**config.mk**
```make
export PLATFORM = sky130hd
export DESIGN_NAME = min_reduce_int64
export DESIGN_NICKNAME = d
export VERILOG_FILES = /design/src/rtl/min_reduce_pkg.sv /design/src/rtl/min_int64.sv /design/src/rtl/min_reduce_int64.sv
export SDC_FILE = /design/constraint.sdc
export NUM_CORES = 1
export LEC_CHECK = 0
export BUFFER_PORTS_ARGS = -buffer_cell sky130_fd_sc_hd__buf_2
export CAP_MARGIN = 30
export CORE_AREA = 3 3 136 98
export CTS_CLUSTER_DIAMETER = 100
export DETAILED_ROUTE_END_ITERATION = 10
export DIE_AREA = 0 0 139 101
export PLACE_DENSITY = 0.86
export SYNTH_ARGS = -nofsm -noshare
export SYNTH_HDL_FRONTEND = slang
export SYNTH_SLANG_ARGS = --single-unit
```
**constraint.sdc**
```tcl
create_clock -name clk -period 4 [get_ports clk]
set_clock_uncertainty 0.1 [all_clocks]
set_input_delay 0.6 -clock clk [delete_from_list [all_inputs] [get_ports clk]]
set_output_delay 0.6 -clock clk [all_outputs]
set_load 0.05 [all_outputs]
```
**src/rtl/min_reduce_pkg.sv**
```systemverilog
// min_reduce_pkg: shared state encoding and default widths for the min reduction stage
package min_reduce_pkg;
    typedef enum logic [1:0] {IDLE, ACCUM, DONE} state_t;
    localparam int DEF_WIDTH   = 64;
    localparam int DEF_COUNT_W = 32;
endpackage

```
**src/rtl/min_int64.sv**
```systemverilog
// min_int64: combinational signed minimum of two operands, keeping a on a tie
module min_int64 #(
    parameter int WIDTH     = 64,
    parameter int IMPL_TYPE = 0
) (
    input  logic [WIDTH-1:0] a,
    input  logic [WIDTH-1:0] b,
    output logic [WIDTH-1:0] y
);
    logic a_gt_b;
    if (IMPL_TYPE == 1) begin : g_sub
        logic [WIDTH:0] diff;
        // b - a on sign-extended operands cannot overflow, so its sign bit is a > b
        always_comb begin
            diff   = {b[WIDTH-1], b} - {a[WIDTH-1], a};
            a_gt_b = diff[WIDTH];
        end
    end else begin : g_cmp
        // direct signed magnitude comparison
        always_comb a_gt_b = $signed(a) > $signed(b);
    end
    // b only wins when strictly smaller
    always_comb y = a_gt_b ? b : a;
endmodule

```
**src/rtl/min_reduce_int64.sv**
```systemverilog
// min_reduce_int64: streaming signed min reduction emitting one {min, count} beat per packet
module min_reduce_int64
    import min_reduce_pkg::*;
#(
    parameter int WIDTH     = DEF_WIDTH,
    parameter int IMPL_TYPE = 0,
    parameter int COUNT_W   = DEF_COUNT_W
) (
    input  logic               clk,
    input  logic               rst,
    input  logic               in_valid,
    output logic               in_ready,
    input  logic [WIDTH-1:0]   in_data,
    input  logic               in_last,
    output logic               out_valid,
    input  logic               out_ready,
    output logic [WIDTH-1:0]   out_data,
    output logic [COUNT_W-1:0] out_count
);
    state_t state, nxt;
    logic [WIDTH-1:0] acc, min_y;
    logic [COUNT_W-1:0] count;
    logic take, give;
    min_int64 #(.WIDTH(WIDTH), .IMPL_TYPE(IMPL_TYPE)) u_min (
        .a(acc),
        .b(in_data),
        .y(min_y)
    );
    // handshakes, result gating and next state; outputs depend only on registered state
    always_comb begin
        in_ready  = !rst && state != DONE;
        out_valid = state == DONE;
        out_data  = out_valid ? acc : '0;
        out_count = out_valid ? count : '0;
        take      = in_valid && in_ready;
        give      = out_valid && out_ready;
        nxt       = state;
        if (state == DONE) nxt = give ? IDLE : DONE;
        else if (take) nxt = in_last ? DONE : ACCUM;
    end
    // state, running minimum and saturating element counter
    always_ff @(posedge clk or posedge rst) begin
        if (rst) begin
            state <= IDLE;
            acc   <= '0;
            count <= '0;
        end else begin
            state <= nxt;
            if (take) begin
                acc   <= state == IDLE ? in_data : min_y;
                count <= state == IDLE ? COUNT_W'(1) : (&count ? count : count + COUNT_W'(1));
            end else if (give) begin
                count <= '0;
            end
        end
    end
endmodule

```
==> metrics.txt <==
# TYPE chip_impl_metric gauge
chip_impl_info{name="outcome",value="finished, final reports clean"} 1
chip_impl_metric{name="floorplan.io_pins",unit=""} 167
chip_impl_metric{name="place_worst_setup_slack",unit="ps"} 425
chip_impl_metric{name="tns",unit="ps"} 0
chip_impl_metric{name="first_pass_grt_wire_length",unit="um"} 25200
chip_impl_metric{name="nNetsFinal",unit=""} 977
chip_impl_metric{name="fin_worst_hold_slack",unit="ps"} 371
chip_impl_metric{name="flow.area_growth_from_synthesis",unit="%"} 19.2
chip_impl_info{name="slowest_library_cell_on_the_worst_path",value="nor4_1"} 1
chip_impl_metric{name="post_dp_cell_area",unit="um^2"} 7490
chip_impl_metric{name="synth_fp_nets",unit=""} 816
chip_impl_info{name="layout_commonest_cell",value="buf_2"} 1
chip_impl_metric{name="utilization_after_layout",unit="%"} 63.4
chip_impl_metric{name="finalSetupViolCount",unit=""} 0
chip_impl_metric{name="remaining_drc_errors",unit=""} 0
chip_impl_metric{name="post-place-cells",unit=""} 994
chip_impl_metric{name="endpoints_failing_hold",unit=""} 0
chip_impl_metric{name="cts_buffer_count",unit=""} 9
chip_impl_metric{name="die_ar",unit="um^2"} 14000
chip_impl_metric{name="clk_pin_slew",unit="ps"} 70
chip_impl_metric{name="warnings_synthesis",unit=""} 0
chip_impl_info{name="start_kind",value="flop"} 1
chip_impl_metric{name="detailedPlacementHpwl",unit="um"} 11500
chip_impl_metric{name="cts_sinks",unit=""} 98
chip_impl_metric{name="ys_async_sr_fraction",unit="%"} 100
chip_impl_metric{name="cts_max_level",unit=""} 3
chip_impl_metric{name="required",unit="ps"} 4120
chip_impl_metric{name="postLayoutCellArea",unit="um^2"} 7760
chip_impl_metric{name="number_of_max_slew_violations_in_the_final_report",unit=""} 0
chip_impl_metric{name="grt_max_degree",unit=""} 70
chip_impl_metric{name="vias",unit=""} 5415
chip_impl_metric{name="finalCriticalPeriod",unit="ps"} 3220
chip_impl_metric{name="post_cts_resize_count",unit=""} 0
chip_impl_metric{name="synth.yosys.seq_area_share",unit="%"} 37.7
chip_impl_metric{name="synth_edf_count",unit=""} 0
chip_impl_metric{name="pwr_density",unit="nW/um^2"} 597
chip_impl_metric{name="detail-route-antenna-nets",unit=""} 0
chip_impl_metric{name="final_layout_size_suffix_gt1_share",unit="%"} 29.4
chip_impl_metric{name="postSynthRegisterBits",unit=""} 98
chip_impl_info{name="grt_setup_unrepaired",value="false"} 1
chip_impl_metric{name="dieWidth",unit="um"} 139
chip_impl_metric{name="drt_wl_total",unit="um"} 15200
chip_impl_metric{name="fmax",unit="MHz"} 310
chip_impl_metric{name="critical_path_peak_fanout",unit=""} 58
chip_impl_info{name="clock-root-buffer",value="clkbuf_16"} 1
chip_impl_info{name="most-common-layout-cells",value="buf_2, and2_1, dfrtp_1"} 1
chip_impl_metric{name="grt_pass1_vias",unit=""} 5210
chip_impl_info{name="cts_tree",value="built"} 1
chip_impl_metric{name="routed_wire_length_per_instance",unit="um"} 15.0
chip_impl_metric{name="insertion_delay",unit="ps"} 340
chip_impl_metric{name="antenna_found_initial",unit=""} 3
chip_impl_metric{name="post-cts-setup-buffers",unit=""} 0
chip_impl_metric{name="tightestPinTransition",unit="ps"} 948
chip_impl_metric{name="core.rowCount",unit=""} 34
chip_impl_metric{name="report.power.total",unit="mW"} 4.63
chip_impl_metric{name="syn-cell-area",unit="um^2"} 6510
chip_impl_metric{name="core",unit="um^2"} 12300
chip_impl_metric{name="ctsHoldBuffers",unit=""} 0
chip_impl_metric{name="io_buffer_count",unit=""} 166
chip_impl_metric{name="global_route_total_overflow",unit=""} 0
chip_impl_metric{name="layout_worst_path_cycle_share",unit="%"} 80.6
chip_impl_metric{name="worst_ir_drop_vdd",unit="mV"} 0.364
chip_impl_metric{name="start_util",unit="%"} 53.1
chip_impl_metric{name="critPathArrivalTime",unit="ps"} 3340
chip_impl_metric{name="drt_first_iter_violations",unit=""} 286
chip_impl_info{name="hp-class",value="primary input to flop"} 1
chip_impl_metric{name="syn-mean-instance-area",unit="um^2"} 9.55
chip_impl_metric{name="number_of_unique_standard_cell_types_used_by_synthesis",unit=""} 39
chip_impl_metric{name="drt_first_pass_iters",unit=""} 4
chip_impl_info{name="timing_worst_setup_path_type",value="flop to flop"} 1
chip_impl_metric{name="clock_tree.buffer_depth",unit=""} 2
chip_impl_info{name="cp_cell_sequence",value="ha_1 > nand4_1 > nor4_1 > nand4_1 > a41oi_1 > nor4_1 > a211oi_4 > buf_12 > mux2_2"} 1
chip_impl_metric{name="globalRouteTotalUtil",unit="%"} 21.8
chip_impl_metric{name="syn_inst",unit=""} 682
chip_impl_metric{name="crit_path_max_incr_delay",unit="ps"} 410
chip_impl_metric{name="final_critical_path_setup_slack",unit="ps"} 778
chip_impl_metric{name="die_height",unit="um"} 101
chip_impl_info{name="dominantRegCellSynth",value="dfrtp_1"} 1
chip_impl_metric{name="max-slew-margin-rel",unit="%"} 36.6
chip_impl_info{name="endpoint_kind",value="flop"} 1
chip_impl_metric{name="average_via_count_per_standard_cell",unit=""} 5.36
chip_impl_metric{name="max_cap_viol_count",unit=""} 0
chip_impl_metric{name="final_cells",unit=""} 1010
chip_impl_metric{name="power_leakage",unit="nW"} 4.05
chip_impl_metric{name="place.gp.congestion",unit=""} 0.836
## layout make-up
cell class / count / area (um^2)
Clock buffer: 9 / 225
Sequential cell: 98 / 2450
Inverter: 70 / 267
Clock inverter: 6 / 42.5
Tap cell: 162 / 203
Antenna cell: 1 / 2.50
Fill cell: 1037 / 4490
Multi-Input combinational cell: 489 / 3660
Timing Repair Buffer: 175 / 911
## metal layers
layer	routed length, um	share of wire, %	up-vias	global-route usage (%)
met2	6620	44	166	33.2
li1	-	-	2704	-
met1	7420	49	2525	31.7
met4	133	0.88	4	4.74
met3	955	6.3	16	5.50
met5	27	0.18	-	0
## sequential cells by signal (all words and copies together) (netlist names)
name and flops:
acc 64, count 32, state 2
## cell usage after synthesis (6+ instances only)
cell      count  area, um^2
and2_1      102         638
dfrtp_1      98        2450
inv_1        70         263
ha_1         65         813
mux2_2       52         586
a21oi_1      34         170
o21ai_0      34         170
nor2_1       28         105
nand2_1      25        93.8
nand3_1      22         110
clkbuf_1     16        60.1
nand4_1      15        93.8
a21o_1       12        90.1
mux2_1       12         135
nor3_1       12        60.1
xnor2_1      10        87.6
and4_1        9        78.8
o31ai_1       9        67.6
or3_1         7        43.8
buf_6         6        67.6
## final timing paths
path / startpoint / to / slack, ps / depth (start not counted)
min: in_last / state[0] / 370 / 2
min in group asynchronous: rst / count[31] / 390 / 3
max in group asynchronous: rst / acc[18] / 2320 / 4
max reg2reg: acc[30] / acc[11] / 780 / 9
max: acc[30] / acc[11] / 780 / 9
min reg2reg: count[16] / count[16] / 410 / 1
## power breakdown
| group | leakage [nW] | switching, mW | internal [mW] |
|---|---|---|---|
| clock | 0.128 | 0.373 | 0.420 |
| sequential | 1.22 | 0.280 | 1.34 |
| combinational | 2.70 | 1.33 | 0.886 |
## cell families (layout without fill, tap and decap cells)
family / count (synthesis) / count (layout) / share of synthesized area, %
and+or+nand+nor: 241 / 241 / 20.9
AOI/OAI and AO/OA: 109 / 109 / 10.2
DFF: 98 / 98 / 37.7
buffers and inverters: 95 / 260 / 6.23
adders and majority gates: 65 / 65 / 12.5
muxes: 64 / 64 / 11.1
xor gates and xnor gates: 10 / 10 / 1.35
other: 0 / 1 / 0
## worst max-delay path, delay by kind of cell (launching register included)
family          cells  cell delay (ps)
flops               1              400
compound gates      2              590
buf+inv             1              330
fa+ha+maj           1              330
simple gates        4              930
mux                 1              380
No activity file was read; power rests on OpenSTA's default activity.
